### src/rtl/splash_pkg.sv
// Shared types for the splash-screen renderer: FSM states, pixel colour and the
// beat that travels through the output FIFO.
package splash_pkg;

    typedef enum logic [1:0] {
        LOAD,
        IDLE,
        RENDER,
        DRAIN
    } state_t;

    typedef logic [23:0] color_t;

    typedef struct packed {
        color_t      color;
        logic [15:0] x;
        logic [15:0] y;
        logic        sof;
        logic        eol;
        logic        eof;
    } pix_beat_t;

    function automatic bit bpp_is_legal(input int bpp);
        return (bpp == 1) || (bpp == 2) || (bpp == 4);
    endfunction

endpackage

### src/rtl/splash_pixel_fifo.sv
// Two-entry FIFO of pixel beats between the palette lookup and the compositor.
// The head is stable while nothing pops; flush empties it in one cycle.
module splash_pixel_fifo
    import splash_pkg::*;
(
    input  logic      clk_12,
    input  logic      rst,
    input  logic      flush,
    input  logic      push,
    input  pix_beat_t push_beat,
    input  logic      pop,
    output pix_beat_t head,
    output logic      full,
    output logic      empty
);
    pix_beat_t  mem [2];
    logic       wr_ptr;
    logic       rd_ptr;
    logic [1:0] count;
    logic       do_push;
    logic       do_pop;

    assign full    = (count == 2'd2);
    assign empty   = (count == 2'd0);
    assign do_push = push && !full;
    assign do_pop  = pop && !empty;
    assign head    = mem[rd_ptr];

    // Only two entries: resetting them keeps pix_* at zero straight out of reset.
    always_ff @(posedge clk_12 or negedge rst) begin
        if (!rst) begin
            mem[0] <= '0;
            mem[1] <= '0;
            wr_ptr <= 1'b0;
            rd_ptr <= 1'b0;
            count  <= 2'd0;
        end else if (flush) begin
            wr_ptr <= 1'b0;
            rd_ptr <= 1'b0;
            count  <= 2'd0;
        end else begin
            if (do_push) begin
                mem[wr_ptr] <= push_beat;
                wr_ptr      <= ~wr_ptr;
            end
            if (do_pop) begin
                rd_ptr <= ~rd_ptr;
            end
            count <= count + 2'(do_push) - 2'(do_pop);
        end
    end

endmodule

### src/rtl/splash_screen_renderer.sv
// Splash/loading-screen source: reads the palette header on ROM port B, then streams
// WIDTH x HEIGHT paletted pixels from ROM port A to the compositor with valid/ready.
module splash_screen_renderer
    import splash_pkg::*;
#(
    parameter int WIDTH        = 480,
    parameter int HEIGHT       = 272,
    parameter int BPP          = 1,
    parameter int HEADER_BYTES = 64,
    parameter int PAL_OFFSET   = 8,
    parameter int ROM_AW       = 14
) (
    input  logic              clk_12,
    input  logic              rst,
    input  logic              new_frame,
    input  logic              abort,
    input  logic              reload,
    output logic              busy,
    output logic              pix_valid,
    input  logic              pix_ready,
    output color_t            pix_color,
    output logic [15:0]       pix_x,
    output logic [15:0]       pix_y,
    output logic              pix_sof,
    output logic              pix_eol,
    output logic              pix_eof,
    output logic [ROM_AW-1:0] rom_addr_a,
    input  logic [7:0]        rom_data_a,
    output logic [ROM_AW-1:0] rom_addr_b,
    input  logic [7:0]        rom_data_b
);
    localparam int         HC_W        = $clog2(HEADER_BYTES + 1);
    localparam int         PAL_ENTRIES = 2 ** BPP;
    localparam logic [7:0] IDX_MASK    = 8'(PAL_ENTRIES - 1);

    if (!bpp_is_legal(BPP)) begin : g_bad_bpp
        $error("splash_screen_renderer: BPP must be 1, 2 or 4");
    end
    if (HEADER_BYTES < PAL_OFFSET + 3 * PAL_ENTRIES) begin : g_bad_header
        $error("splash_screen_renderer: palette does not fit in the header");
    end

    state_t          state;
    state_t          state_nxt;
    logic [HC_W-1:0] hdr_cnt;
    logic [7:0]      hdr [HEADER_BYTES];
    logic [15:0]     x;
    logic [15:0]     y;
    logic            inflight;
    logic [2:0]      infl_ofs;
    pix_beat_t       infl_beat;
    pix_beat_t       push_beat;
    pix_beat_t       head;
    logic            fifo_full;
    logic            fifo_empty;
    logic            fifo_flush;
    logic [1:0]      fifo_occ;
    logic            pop;
    logic            issue;
    logic            last_pix;
    logic            load_done;
    logic [31:0]     pix_idx;
    logic [31:0]     bit_idx;
    logic [7:0]      pal_idx;
    color_t          pal_color;

    assign load_done = (hdr_cnt == HC_W'(HEADER_BYTES));
    assign pix_idx   = 32'(y) * 32'(WIDTH) + 32'(x);
    assign bit_idx   = pix_idx * 32'(BPP);
    assign last_pix  = (x == 16'(WIDTH - 1)) && (y == 16'(HEIGHT - 1));
    assign pop       = pix_valid && pix_ready;
    assign fifo_occ  = fifo_full ? 2'd2 : (fifo_empty ? 2'd0 : 2'd1);

    // A beat popped this cycle frees the slot the pixel issued now will land in two cycles later.
    assign issue = (state == RENDER) && !abort
                   && ((3'(fifo_occ) + 3'(inflight)) < (3'd2 + 3'(pop)));

    assign rom_addr_a = (state == RENDER) ? ROM_AW'(32'(HEADER_BYTES) + (bit_idx >> 3)) : '0;
    assign rom_addr_b = ROM_AW'(hdr_cnt);

    // NOTE: every variable driven here gets a default first so no latch is inferred.
    always_comb begin
        state_nxt = state;
        case (state)
            LOAD: begin
                if (!abort && load_done) state_nxt = IDLE;
            end
            IDLE: begin
                if (abort)          state_nxt = IDLE;
                else if (reload)    state_nxt = LOAD;
                else if (new_frame) state_nxt = RENDER;
            end
            RENDER: begin
                if (abort)                  state_nxt = IDLE;
                else if (issue && last_pix) state_nxt = DRAIN;
            end
            DRAIN: begin
                if (abort || (!inflight && fifo_empty)) state_nxt = IDLE;
            end
            default: state_nxt = LOAD;
        endcase
    end

    // NOTE: sequential state uses non-blocking assignments so every register samples pre-edge values.
    always_ff @(posedge clk_12 or negedge rst) begin
        if (!rst) begin
            state     <= LOAD;
            hdr_cnt   <= '0;
            x         <= '0;
            y         <= '0;
            inflight  <= 1'b0;
            infl_ofs  <= '0;
            infl_beat <= '0;
        end else begin
            state    <= state_nxt;
            inflight <= issue;

            if (state == LOAD && abort) begin
                hdr_cnt <= '0;
            end else if (state == LOAD && !load_done) begin
                hdr_cnt <= hdr_cnt + 1'b1;
            end else if (state == IDLE && !abort && reload) begin
                hdr_cnt <= '0;
            end

            if (issue) begin
                infl_ofs  <= bit_idx[2:0];
                infl_beat <= '{color: '0, x: x, y: y,
                               sof: (x == 16'd0) && (y == 16'd0),
                               eol: (x == 16'(WIDTH - 1)),
                               eof: last_pix};
                if (x == 16'(WIDTH - 1)) begin
                    x <= '0;
                    y <= last_pix ? 16'd0 : y + 16'd1;
                end else begin
                    x <= x + 16'd1;
                end
            end else if (state != RENDER) begin
                x <= '0;
                y <= '0;
            end
        end
    end

    // NOTE: header bytes are plain storage reloaded before any use, so they carry no reset.
    always_ff @(posedge clk_12) begin
        if (state == LOAD) begin
            for (int k = 0; k < HEADER_BYTES; k++) begin
                if (hdr_cnt == HC_W'(k + 1)) hdr[k] <= rom_data_b;
            end
        end
    end

    always_comb begin
        pal_idx   = (rom_data_a >> infl_ofs) & IDX_MASK;
        pal_color = '0;
        for (int i = 0; i < PAL_ENTRIES; i++) begin
            if (pal_idx == 8'(i)) begin
                pal_color = {hdr[PAL_OFFSET + 3*i + 2], hdr[PAL_OFFSET + 3*i + 1], hdr[PAL_OFFSET + 3*i]};
            end
        end
        push_beat       = infl_beat;
        push_beat.color = pal_color;
    end

    assign fifo_flush = abort && (state == RENDER || state == DRAIN);

    splash_pixel_fifo u_fifo (
        .clk_12    (clk_12),
        .rst       (rst),
        .flush     (fifo_flush),
        .push      (inflight),
        .push_beat (push_beat),
        .pop       (pop),
        .head      (head),
        .full      (fifo_full),
        .empty     (fifo_empty)
    );

    assign pix_valid = !fifo_empty;
    assign busy      = (state != IDLE) || !fifo_empty;
    assign pix_color = head.color;
    assign pix_x     = head.x;
    assign pix_y     = head.y;
    assign pix_sof   = head.sof;
    assign pix_eol   = head.eol;
    assign pix_eof   = head.eof;

endmodule
### config.mk
export PLATFORM = sky130hd
export DESIGN_NAME = splash_screen_renderer
export DESIGN_NICKNAME = d
export VERILOG_FILES = /design/src/rtl/splash_pkg.sv /design/src/rtl/splash_pixel_fifo.sv /design/src/rtl/splash_screen_renderer.sv
export SDC_FILE = /design/constraint.sdc
export NUM_CORES = 1
export LEC_CHECK = 0
export CORE_ASPECT_RATIO = 1.75
export CORE_UTILIZATION = 53
export CTS_BUF_LIST = sky130_fd_sc_hd__clkbuf_16
export DETAILED_ROUTE_END_ITERATION = 6
export GPL_TIMING_DRIVEN = 0
export PLACE_DENSITY = 0.78
export SYNTH_ARGS = -nofsm -noshare
export SYNTH_HDL_FRONTEND = slang
export SYNTH_SLANG_ARGS = --single-unit
export TNS_END_PERCENT = 20
### constraint.sdc
create_clock -name clk_12 -period 5.7 [get_ports clk_12]
set_input_delay 1.14 -clock clk_12 [delete_from_list [all_inputs] [get_ports clk_12]]
set_output_delay 1.14 -clock clk_12 [all_outputs]
set_load 0.02 [all_outputs]
==> impl_metrics.yaml <==
timing:
  max_slew_margin_pct: 37.3
  fin_ws_ns: -0.722
  setup_viol: 4
  tightest_slew_ns: 0.914
  drv_slew: 0
  period_needed_ns: 6.42
  timing.fmax_mhz: 156
  hold_viol: 0
  rsz0062_at_grt: "yes"
  hold_ws_ns: 0.474
  post-route-period-util_pct: 113
  fin_worst_skew_ns: 0.0164
finish:
  layout-drive-gt1-share_pct: 19.8
  diodes: 0
  nets: 1335
  syn_to_final_growth_pct: 20.0
die:
  dieArea_mm2: 0.0240
  die_h_um: 204
  die_w_um: 118
  initial_core_util_pct: 54.2
  rows: 73
  io_pins: 111
  coreArea_mm2: 0.0228
setup_path:
  cp-end-kind: "output port"
  path_class: "reg2out"
  crit_fanout: 4
  arrival_ns: 5.28
  critPathLaunchType: "register"
  cp.required_ns: 4.56
place:
  dp_slack_ns: -0.958
  place.gp.congestion: 0.908
  hpwl_mm: 21.1
  numPortBuffers: 103
global_routing:
  antenna_found_initial: 0
  grt_pass1_wl_mm: 46.4
  grt_pass1_vias: 8948
  grt_max_degree: 120
  track_usage_pct: 24.8
  grt_overflow: 0
clock_network:
  cts_buffer_depth: 3
  cts_sinks: 247
  cts-buffers-inserted: 23
  cts_hold_buf: 0
  cts_tree: "built"
  clk-insertion-delay-late_ns: 0.52
  cts_max_level: 1
  root_buffer: "clkbuf_16"
  clk_pin_slew_worst_paths_ns: 0.07
synth:
  yosysTopAreaCell: "dfrtp_1"
  synth_edf_count: 48
  synth_area_leaders: "dfrtp_1 40%, mux2_2 12%, edfxtp_1 12%, ha_1 5.2%, nand2_1 5.0%"
  synth_top_area_share_pct: 40.2
  synth_area_per_cell_um2: 11.4
  synth_ff_type: "dfrtp_1"
  synthDistinctLibCells: 53
  yosys_warnings: 0
  yosysSeqAreaShare_pct: 51.9
  ys_seq_elements: 247
  ys_async_sr_fraction_pct: 80.6
  synth.most_common_cell: "dfrtp_1"
  synth_common_cells: "199 x dfrtp_1, 164 x nand2_1, 129 x mux2_2"
  syn_inst: 1087
  synth_area_mm2: 0.0124
power:
  pwr-share-clk_pct: 29.6
  power.internal_mw: 3.31
  combPwrFrac_pct: 26.0
  p_leak_nw: 6.90
  total_power_mw: 4.77
  vdd_ir_drop_max_uv: 206
  powerDensity_mw_per_mm2: 321
  pwr-share-seq_pct: 44.5
  p_sw_share_pct: 30.5
  netSwitchingPower_mw: 1.46
detailed_routing:
  wl_mm: 29.0
  first_pass_iters: 5
  vias_per_cell: 5.55
  ant_nets: 0
  route.detailed.drc: 0
  first_iter_violations: 530
  wl_per_cell_um: 18.6
  vias: 8666
outcome:
  status: "complete, but fails checks"
  violations: "setup timing"
min_path:
  hold_path_class: "reg2reg"
flow_run:
  drv_cap: 0
## what timing repair did
action                     CTS  global route
setup endpoints to repair    7             6
gates resized for setup     36            19
setup buffers               18             4
pin swaps                   14            15
gates cloned                 0             0
## cells by family (layout without fill, tap and decap cells)
group	count (synthesis)	after routing	synth area share [%]
AND/OR/NAND/NOR	305	305	11.4
other	1	7	0.0303
buffers and inverters	100	268	3.37
adder cells (fa/ha/maj)	69	69	8.07
flip-flops	247	247	51.9
XOR/XNOR	47	47	3.33
multiplexers	161	161	14.5
AO/OA/AOI/OAI	157	157	7.42
## per-stage QoR
stage | util, % | area [µm²] | std cells | setup TNS [ns]
2_1_floorplan | - | 12400 | 1093 | 0
3_3_place_gp | 60.5 | 13800 | 1496 | -896.13
3_5_place_dp | 60.6 | 13800 | 1497 | -2.06
4_1_cts | 64.7 | 14800 | 1557 | -2.07
5_1_grt | 65.1 | 14900 | 1561 | -2.88
6_report | 65.1 | 14900 | 1561 | -1.92
## per-layer routing
layer	vias to the layer above	GRT usage [%]	share of wire, %
li1	4033	-	-
met1	4284	26.4	36
met2	254	47.2	54
met3	95	2.43	3.7
met4	0	14.4	5.8
met5	-	0	0
## power by group through the flow
| stage | clock (mW) | combinational [mW] | sequential [mW] |
|---|---|---|---|
| after floorplan | 0 | 0.776 | 2.12 |
| after global placement | 0 | 1.21 | 2.14 |
| after detailed placement | 0 | 1.24 | 2.15 |
| after CTS | 1.43 | 1.25 | 2.12 |
| after global routing | 1.50 | 1.36 | 2.15 |
| final | 1.41 | 1.24 | 2.12 |
## final cells by class
type / count / area [µm²]
Sequential cell: 247 / 6420
Timing Repair Buffer: 126 / 1220
Multi-Input combinational cell: 746 / 5730
Fill cell: 1788 / 7970
Clock buffer: 24 / 601
Inverter: 49 / 194
Clock inverter: 18 / 81.3
Tap cell: 300 / 375
Buffer: 51 / 234
## registers in the layout, summed over array words and instances, names as in the netlist
register       cells
u_fifo.mem       118
hdr               48
infl_beat         33
x                 16
y                 16
hdr_cnt            7
infl_ofs           2
state              2
u_fifo.count       2
inflight           1
u_fifo.rd_ptr      1
u_fifo.wr_ptr      1
## worst paths after layout
kind	to	slack [ns]	start	cells past startpoint
setup / recovery	rom_addr_a[13]	-0.72	y[0]$_DFFE_PN0P_	19
hold / removal	u_fifo.mem[100]$_DFFE_PN0P_	0.47	u_fifo.mem[100]$_DFFE_PN0P_	2
setup reg to reg	u_fifo.mem[91]$_DFFE_PN0P_	2.59	state[0]$_DFFE_PN0P_	8
hold reg to reg	u_fifo.mem[100]$_DFFE_PN0P_	0.47	u_fifo.mem[100]$_DFFE_PN0P_	2
max in group asynchronous	infl_beat[30]$_DFFE_PN0P_	4.06	rst	2
min in group asynchronous	u_fifo.mem[56]$_DFFE_PN0P_	0.60	rst	1
## cell usage in the layout, fill, tap and decap left out, types with 8 or more instances in the layout
master	n
nor2_1	50
and2_1	16
fa_1	17
inv_1	46
buf_1	10
ha_1	45
o21ai_0	101
clkbuf_16	24
dfrtp_1	196
mux2_2	129
and3_1	8
a21oi_1	10
xnor2_1	25
xor2_1	17
clkdlybuf4s50_1	95
nand4_1	10
buf_4	33
clkinv_1	9
clkbuf_1	25
nand3_1	16
edfxtp_1	48
nand2_1	164
mux2i_1	28
## critical path: stages, from the launching register on
cell and delay, ns:
dfrtp_2 0.43, fa_1 0.57, inv_1 0.06, fa_1 0.49, inv_2 0.06, fa_2 0.35, a21o_1 0.19, a21oi_2 0.22
o21bai_1 0.13, a21oi_2 0.22, xnor2_2 0.16, ha_4 0.24, a21o_1 0.18, a221o_1 0.35, a31o_2 0.23, a21oi_2 0.17
xnor2_2 0.14, xnor2_2 0.16, mux2i_2 0.23, buf_4 0.16
Note: power is estimated with default switching activity, not from simulation.
